==> src/rtl/input_conditioner_pkg.sv <==
// Shared types and sizing helpers for the input conditioner.
// Combinational only: no latency, no backpressure.
package input_conditioner_pkg;

  typedef enum logic [1:0] {
    RELEASED  = 2'd0,
    HELD_WAIT = 2'd1,
    REPEATING = 2'd2,
    HELD      = 2'd3
  } btn_state_t;

  // Counter width for a terminal count of n-1; never narrower than one bit.
  function automatic int cnt_width(input int n);
    return (n > 1) ? $clog2(n) : 1;
  endfunction

endpackage

==> src/rtl/input_conditioner_if.sv <==
// Raw board inputs and conditioned outputs of the input conditioner.
// Wires only: no latency, no backpressure.
interface input_conditioner_if #(
  parameter int WIDTH = 10
);
  logic [WIDTH-1:0] sw_in;
  logic             btn_n_in;
  logic [WIDTH-1:0] sw_out;
  logic [WIDTH-1:0] sw_rise;
  logic [WIDTH-1:0] sw_fall;
  logic             btn_level;
  logic             btn_press;
  logic             sw_changed;

  modport master (
    output sw_in, btn_n_in,
    input  sw_out, sw_rise, sw_fall, btn_level, btn_press, sw_changed
  );

  modport slave (
    input  sw_in, btn_n_in,
    output sw_out, sw_rise, sw_fall, btn_level, btn_press, sw_changed
  );
endinterface

==> src/rtl/input_conditioner_debounce_channel.sv <==
// One input channel: 2-FF synchroniser, stability counter, registered edge pulses.
// Level changes DEBOUNCE_CYCLES+2 edges after the raw step; no backpressure.
module debounce_channel
  import input_conditioner_pkg::*;
#(
  parameter int   DEBOUNCE_CYCLES = 250000,
  parameter logic RESET_LEVEL     = 1'b0
) (
  input  logic clk,
  input  logic reset_n,
  input  logic raw,
  output logic level,
  output logic rise,
  output logic fall,
  output logic rise_nxt,
  output logic fall_nxt
);
  localparam int            CW   = cnt_width(DEBOUNCE_CYCLES);
  localparam logic [CW-1:0] TERM = CW'(DEBOUNCE_CYCLES - 1);

  logic          s1;
  logic          s;
  logic [CW-1:0] cnt;
  logic          fire;

  // fire is the edge on which level flips; exported so consumers can act on that same edge.
  assign fire     = (s != level) && (cnt == TERM);
  assign rise_nxt = fire && s;
  assign fall_nxt = fire && !s;

  always_ff @(posedge clk or negedge reset_n) begin
    if (!reset_n) begin
      s1    <= RESET_LEVEL;
      s     <= RESET_LEVEL;
      level <= RESET_LEVEL;
      cnt   <= '0;
      rise  <= 1'b0;
      fall  <= 1'b0;
    end else begin
      s1   <= raw;
      s    <= s1;
      rise <= rise_nxt;
      fall <= fall_nxt;
      if (s == level || fire) begin
        cnt <= '0;
      end else begin
        cnt <= cnt + CW'(1);
      end
      if (fire) begin
        level <= s;
      end
    end
  end

endmodule

==> src/rtl/input_conditioner.sv <==
// Debounces switches and button; button adds press pulse with hold/auto-repeat.
// Outputs follow raw steps by DEBOUNCE_CYCLES+2 edges; free-running, no backpressure.
module input_conditioner
  import input_conditioner_pkg::*;
#(
  parameter int WIDTH           = 10,
  parameter int DEBOUNCE_CYCLES = 250000,
  parameter int HOLD_CYCLES     = 25000000,
  parameter int REPEAT_CYCLES   = 5000000,
  parameter bit REPEAT_EN       = 1'b1
) (
  input logic                clk,
  input logic                reset_n,
  input_conditioner_if.slave io
);
  localparam int            TMAX      = (HOLD_CYCLES > REPEAT_CYCLES) ? HOLD_CYCLES : REPEAT_CYCLES;
  localparam int            TW        = cnt_width(TMAX);
  localparam logic [TW-1:0] HOLD_TERM = TW'(HOLD_CYCLES - 1);
  localparam logic [TW-1:0] REP_TERM  = TW'(REPEAT_CYCLES - 1);

  logic [WIDTH-1:0] sw_out_q;
  logic [WIDTH-1:0] sw_rise_q;
  logic [WIDTH-1:0] sw_fall_q;
  logic [WIDTH-1:0] sw_rise_nxt;
  logic [WIDTH-1:0] sw_fall_nxt;
  logic             sw_changed_q;

  for (genvar i = 0; i < WIDTH; i++) begin : g_sw
    debounce_channel #(
      .DEBOUNCE_CYCLES(DEBOUNCE_CYCLES),
      .RESET_LEVEL    (1'b0)
    ) u_db (
      .clk     (clk),
      .reset_n (reset_n),
      .raw     (io.sw_in[i]),
      .level   (sw_out_q[i]),
      .rise    (sw_rise_q[i]),
      .fall    (sw_fall_q[i]),
      .rise_nxt(sw_rise_nxt[i]),
      .fall_nxt(sw_fall_nxt[i])
    );
  end

  always_ff @(posedge clk or negedge reset_n) begin
    if (!reset_n) begin
      sw_changed_q <= 1'b0;
    end else begin
      sw_changed_q <= |(sw_rise_nxt | sw_fall_nxt);
    end
  end

  // The button is debounced in raw (active-low) polarity so its sync stages reset released.
  logic btn_raw_lvl;
  logic btn_raw_rise_unused;
  logic btn_raw_fall_unused;
  logic btn_rise_nxt;
  logic btn_fall_nxt;

  debounce_channel #(
    .DEBOUNCE_CYCLES(DEBOUNCE_CYCLES),
    .RESET_LEVEL    (1'b1)
  ) u_btn_db (
    .clk     (clk),
    .reset_n (reset_n),
    .raw     (io.btn_n_in),
    .level   (btn_raw_lvl),
    .rise    (btn_raw_rise_unused),
    .fall    (btn_raw_fall_unused),
    .rise_nxt(btn_fall_nxt),
    .fall_nxt(btn_rise_nxt)
  );

  btn_state_t    state;
  logic [TW-1:0] t;
  logic          btn_press_q;

  always_ff @(posedge clk or negedge reset_n) begin
    if (!reset_n) begin
      state       <= RELEASED;
      t           <= '0;
      btn_press_q <= 1'b0;
    end else begin
      btn_press_q <= 1'b0;
      // A release overrides any terminal count reached on the same edge.
      if (btn_fall_nxt) begin
        state <= RELEASED;
        t     <= '0;
      end else begin
        case (state)
          RELEASED: begin
            if (btn_rise_nxt) begin
              btn_press_q <= 1'b1;
              t           <= '0;
              state       <= REPEAT_EN ? HELD_WAIT : HELD;
            end
          end
          HELD_WAIT: begin
            if (t == HOLD_TERM) begin
              btn_press_q <= 1'b1;
              t           <= '0;
              state       <= REPEATING;
            end else begin
              t <= t + TW'(1);
            end
          end
          REPEATING: begin
            if (t == REP_TERM) begin
              btn_press_q <= 1'b1;
              t           <= '0;
            end else begin
              t <= t + TW'(1);
            end
          end
          default: begin
            t <= '0;
          end
        endcase
      end
    end
  end

  assign io.sw_out     = sw_out_q;
  assign io.sw_rise    = sw_rise_q;
  assign io.sw_fall    = sw_fall_q;
  assign io.sw_changed = sw_changed_q;
  assign io.btn_level  = ~btn_raw_lvl;
  assign io.btn_press  = btn_press_q;

endmodule
==> src/flat_wrapper.sv <==
// flat-port wrapper written by rule: the top's interface ports become plain ports
module input_conditioner_flat import input_conditioner_pkg::*;
#(
  parameter int WIDTH           = 10,
  parameter int DEBOUNCE_CYCLES = 250000,
  parameter int HOLD_CYCLES     = 25000000,
  parameter int REPEAT_CYCLES   = 5000000,
  parameter bit REPEAT_EN       = 1'b1
)
  (clk, reset_n, io_sw_in, io_btn_n_in, io_sw_out, io_sw_rise, io_sw_fall, io_btn_level, io_btn_press, io_sw_changed);
  input_conditioner_if #(.WIDTH(WIDTH)) io_i ();
  input logic clk;
  input logic reset_n;
  input wire logic [$bits(io_i.sw_in)-1:0] io_sw_in;
  input wire logic [$bits(io_i.btn_n_in)-1:0] io_btn_n_in;
  output wire logic [$bits(io_i.sw_out)-1:0] io_sw_out;
  output wire logic [$bits(io_i.sw_rise)-1:0] io_sw_rise;
  output wire logic [$bits(io_i.sw_fall)-1:0] io_sw_fall;
  output wire logic [$bits(io_i.btn_level)-1:0] io_btn_level;
  output wire logic [$bits(io_i.btn_press)-1:0] io_btn_press;
  output wire logic [$bits(io_i.sw_changed)-1:0] io_sw_changed;
  assign io_i.sw_in = io_sw_in;
  assign io_i.btn_n_in = io_btn_n_in;
  assign io_sw_out = io_i.sw_out;
  assign io_sw_rise = io_i.sw_rise;
  assign io_sw_fall = io_i.sw_fall;
  assign io_btn_level = io_i.btn_level;
  assign io_btn_press = io_i.btn_press;
  assign io_sw_changed = io_i.sw_changed;
  input_conditioner #(.WIDTH(WIDTH), .DEBOUNCE_CYCLES(DEBOUNCE_CYCLES), .HOLD_CYCLES(HOLD_CYCLES), .REPEAT_CYCLES(REPEAT_CYCLES), .REPEAT_EN(REPEAT_EN)) u_core (.clk(clk), .reset_n(reset_n), .io(io_i));
endmodule
==> config.mk <==
export PLATFORM = sky130hd
export DESIGN_NAME = input_conditioner_flat
export DESIGN_NICKNAME = d
export VERILOG_FILES = /design/src/rtl/input_conditioner_pkg.sv /design/src/rtl/input_conditioner_if.sv /design/src/rtl/input_conditioner_debounce_channel.sv /design/src/rtl/input_conditioner.sv /design/src/flat_wrapper.sv
export SDC_FILE = /design/constraint.sdc
export NUM_CORES = 1
export LEC_CHECK = 0
export CORE_ASPECT_RATIO = 1.4
export CORE_UTILIZATION = 50
export DETAILED_ROUTE_END_ITERATION = 7
export PLACE_DENSITY = 0.68
export SETUP_SLACK_MARGIN = 0.4
export SYNTH_ARGS = -nofsm -noshare
export SYNTH_HDL_FRONTEND = slang
export SYNTH_SLANG_ARGS = --single-unit
==> constraint.sdc <==
create_clock -name clk -period 6.1 [get_ports clk]
set_clock_uncertainty 0.15 [all_clocks]
set_input_delay 1.22 -clock clk [delete_from_list [all_inputs] [get_ports clk]]
set_output_delay 1.22 -clock clk [all_outputs]
set_load 0.02 [all_outputs]
==> results.yml <==
synthesis:
  synth_flop_cell: "dfrtp_1"
  syn_inst: 1294
  syn_area_mm2: 0.0132
  yosys_warnings: 0
  postSynthAreaPerCell_um2: 10.2
  yosys.area.top_type: "dfrtp_1"
  synth_seq_cells: 280
  synth_cell_types: 56
  yosysSeqAreaShare_pct: 53.2
  synth_top_area_share_pct: 52.6
  syn-num-nets: 1323
  ys_async_sr_fraction_pct: 100
  synth.area.top_cells: "dfrtp_1 (53%), xor2_1 (7.3%), nor2_1 (6.6%)"
  synth_common_cells: "dfrtp_1 (277), nor2_1 (230), nand3_1 (129)"
  synth_edf_count: 0
  yosysMostFrequentCell: "dfrtp_1"
placed_design:
  dpl.hpwl_um: 15600
  io_buffer_count: 45
  dp.cells: 1610
  gp_congestion: 0.809
drt:
  first_pass_iters: 6
  drt-total-wl_um: 23600
  drc_errors: 3
  wl_per_cell_um: 14.2
  detail-route-antenna-nets: 0
  num_vias: 9000
  via_per_inst: 5.41
  drt_iter0_drc: 494
clock_tree:
  cts_root_buf: "clkbuf_16"
  ctsResizeCount: 0
  postCtsSetupBuffers: 0
  clk_path_buf_depth: 3
  clk_latency_ns: 0.54
  cts_tree: "yes"
  htree_levels: 1
  cts_inserted_buffers: 29
  clock-sinks: 280
  clk_pin_slew_ns: 0.06
  cts_hold_buf: 0
cells_and_area:
  area_growth_pct: 11.7
  fin_cells: 1664
  finalNetCount: 1351
  nFillCells: 2211
  n_antenna_cell: 0
  drive_above_1_share_pct: 6.10
floorplan:
  fp.dieW_um: 139
  start_util_pct: 51.3
  row_count: 69
  core_area_mm2: 0.0256
  ios: 46
  die_area_mm2: 0.0270
  die_h_um: 194
timing:
  setup_violations: 0
  worstMarginPinSlew_ns: 0.947
  fmax_mhz: 326
  finalHoldViolations: 0
  fin_tns_setup_ns: 0
  slew_headroom_pct: 36.9
  drv_slew: 0
  layout_min_cycle_time_ns: 3.07
  finalCritPeriodShare_pct: 50.3
  rsz0062_at_grt: "false"
run:
  maxCapViolations: 0
global_route:
  grt_max_degree: 129
  grtUsageTotal_pct: 18.4
  antenna_found_initial: 0
  grt_first_pass_wirelength_um: 41900
  grt_overflow: 0
  grt_pass1_vias: 9103
worst_setup_path:
  cp_max_fo: 5
  arrival_ns: 1.70
  cp-start-kind: "flop"
  end_kind: "output pin"
  crit_type: "flop to output pin"
  required_ns: 4.73
power_and_ir_drop:
  power_mw: 3.79
  p_leak_nw: 6.32
  cellPowerDensity_mw_per_mm2: 258
  ir_drop_uv: 252
min_path:
  hold_path_class: "flop to flop"
status:
  violations: "design-rule violations"
  outcome: "complete, but fails checks"
## routing by layer
metal	GRT usage [%]	up-vias	share of wire, %
met4	5.31	0	1.8
met5	0	-	0
met1	23.3	4392	44
met3	2.96	36	3.5
li1	-	4454	-
met2	32.3	118	50
## cell families after synthesis
kind of cell	Yosys count	synth area share (%)
flops	280	53.2
xor+xnor	188	12.5
fa+ha+maj	16	1.52
buf+inv	68	2.96
mux	14	1.17
simple gates	670	25.5
compound gates	58	3.12
## flip-flops by register name (all words and copies together) (netlist names)
signal                  flops
u_core.g_sw.u_db.cnt      180
u_core.t                   25
u_core.u_btn_db.cnt        18
u_core.g_sw.u_db.fall      10
u_core.g_sw.u_db.level     10
u_core.g_sw.u_db.rise      10
u_core.g_sw.u_db.s         10
u_core.g_sw.u_db.s1        10
u_core.state                2
u_core.io.btn_press         1
u_core.io.sw_changed        1
u_core.u_btn_db.level       1
u_core.u_btn_db.s           1
u_core.u_btn_db.s1          1
## cell type report
cell class | instances | area (um2) | share of cell area [%]
sequential | 280 | 7010 | 47.7
multi-input combinational | 946 | 5770 | 39.2
clock buffer | 39 | 813 | 5.53
timing repair buffer | 48 | 490 | 3.33
tap | 319 | 399 | 2.71
clock inverter | 15 | 165 | 1.12
inverter | 17 | 63.8 | 0.434
## power breakdown
group	internal [mW]	switching (mW)	leakage, nW
Combinational	0.0297	0.0694	2.01
Sequential	1.88	0.0236	3.83
Clock	1.06	0.722	0.484
## cell usage in the layout (no fill, tap or decap), drive strengths merged, types with 4 or more instances in the layout
cell / instances
nand2b: 9
and3: 41
nor2b: 8
ha: 16
nand3: 129
xnor2: 78
o21ai: 17
nor4b: 10
o22ai: 4
nor3b: 21
o311ai: 6
a21boi: 4
nor3: 21
nand4: 29
nor2: 230
clkdlybuf4s50: 44
or2: 5
a21oi: 13
dfrtp: 277
inv: 19
or3: 6
nor4: 21
nand4b: 7
clkbuf: 39
xor2: 110
and4: 19
mux2: 11
clkinv: 8
and2: 10
buf: 4
nand2: 95
## critical path, cell delays in order, from the launching register on
cell and delay, ns:
dfstp_2 0.55, inv_1 0.07, clkdlybuf4s50_1 0.54
## worst paths after layout
check / startpoint / end / slack [ns] / cells past startpoint
max: u_core.u_btn_db.level / io_btn_level / 3.03 / 2
min: u_core.g_sw[6].u_db.s1 / u_core.g_sw[6].u_db.s / 0.20 / 0
max reg2reg: u_core.t[0] / u_core.t[8] / 3.30 / 7
min reg2reg: u_core.g_sw[6].u_db.s1 / u_core.g_sw[6].u_db.s / 0.20 / 0
max in group asynchronous: reset_n / u_core.g_sw[7].u_db.cnt[9] / 3.97 / 2
min in group asynchronous: reset_n / u_core.g_sw[8].u_db.cnt[17] / 0.64 / 1
## stage by stage
step	worst slack (ns)	hold slack (ns)	utilization, %	cell area [um2]
floorplan	3.87	0.181	-	13200
global placement	3.37	0.186	53.6	13700
detailed placement	3.33	0.188	53.6	13700
CTS	3.00	0.205	57.4	14700
global route	2.96	0.208	57.4	14700
finish	3.03	0.203	57.4	14700
No activity file was read; power rests on OpenSTA's default activity.
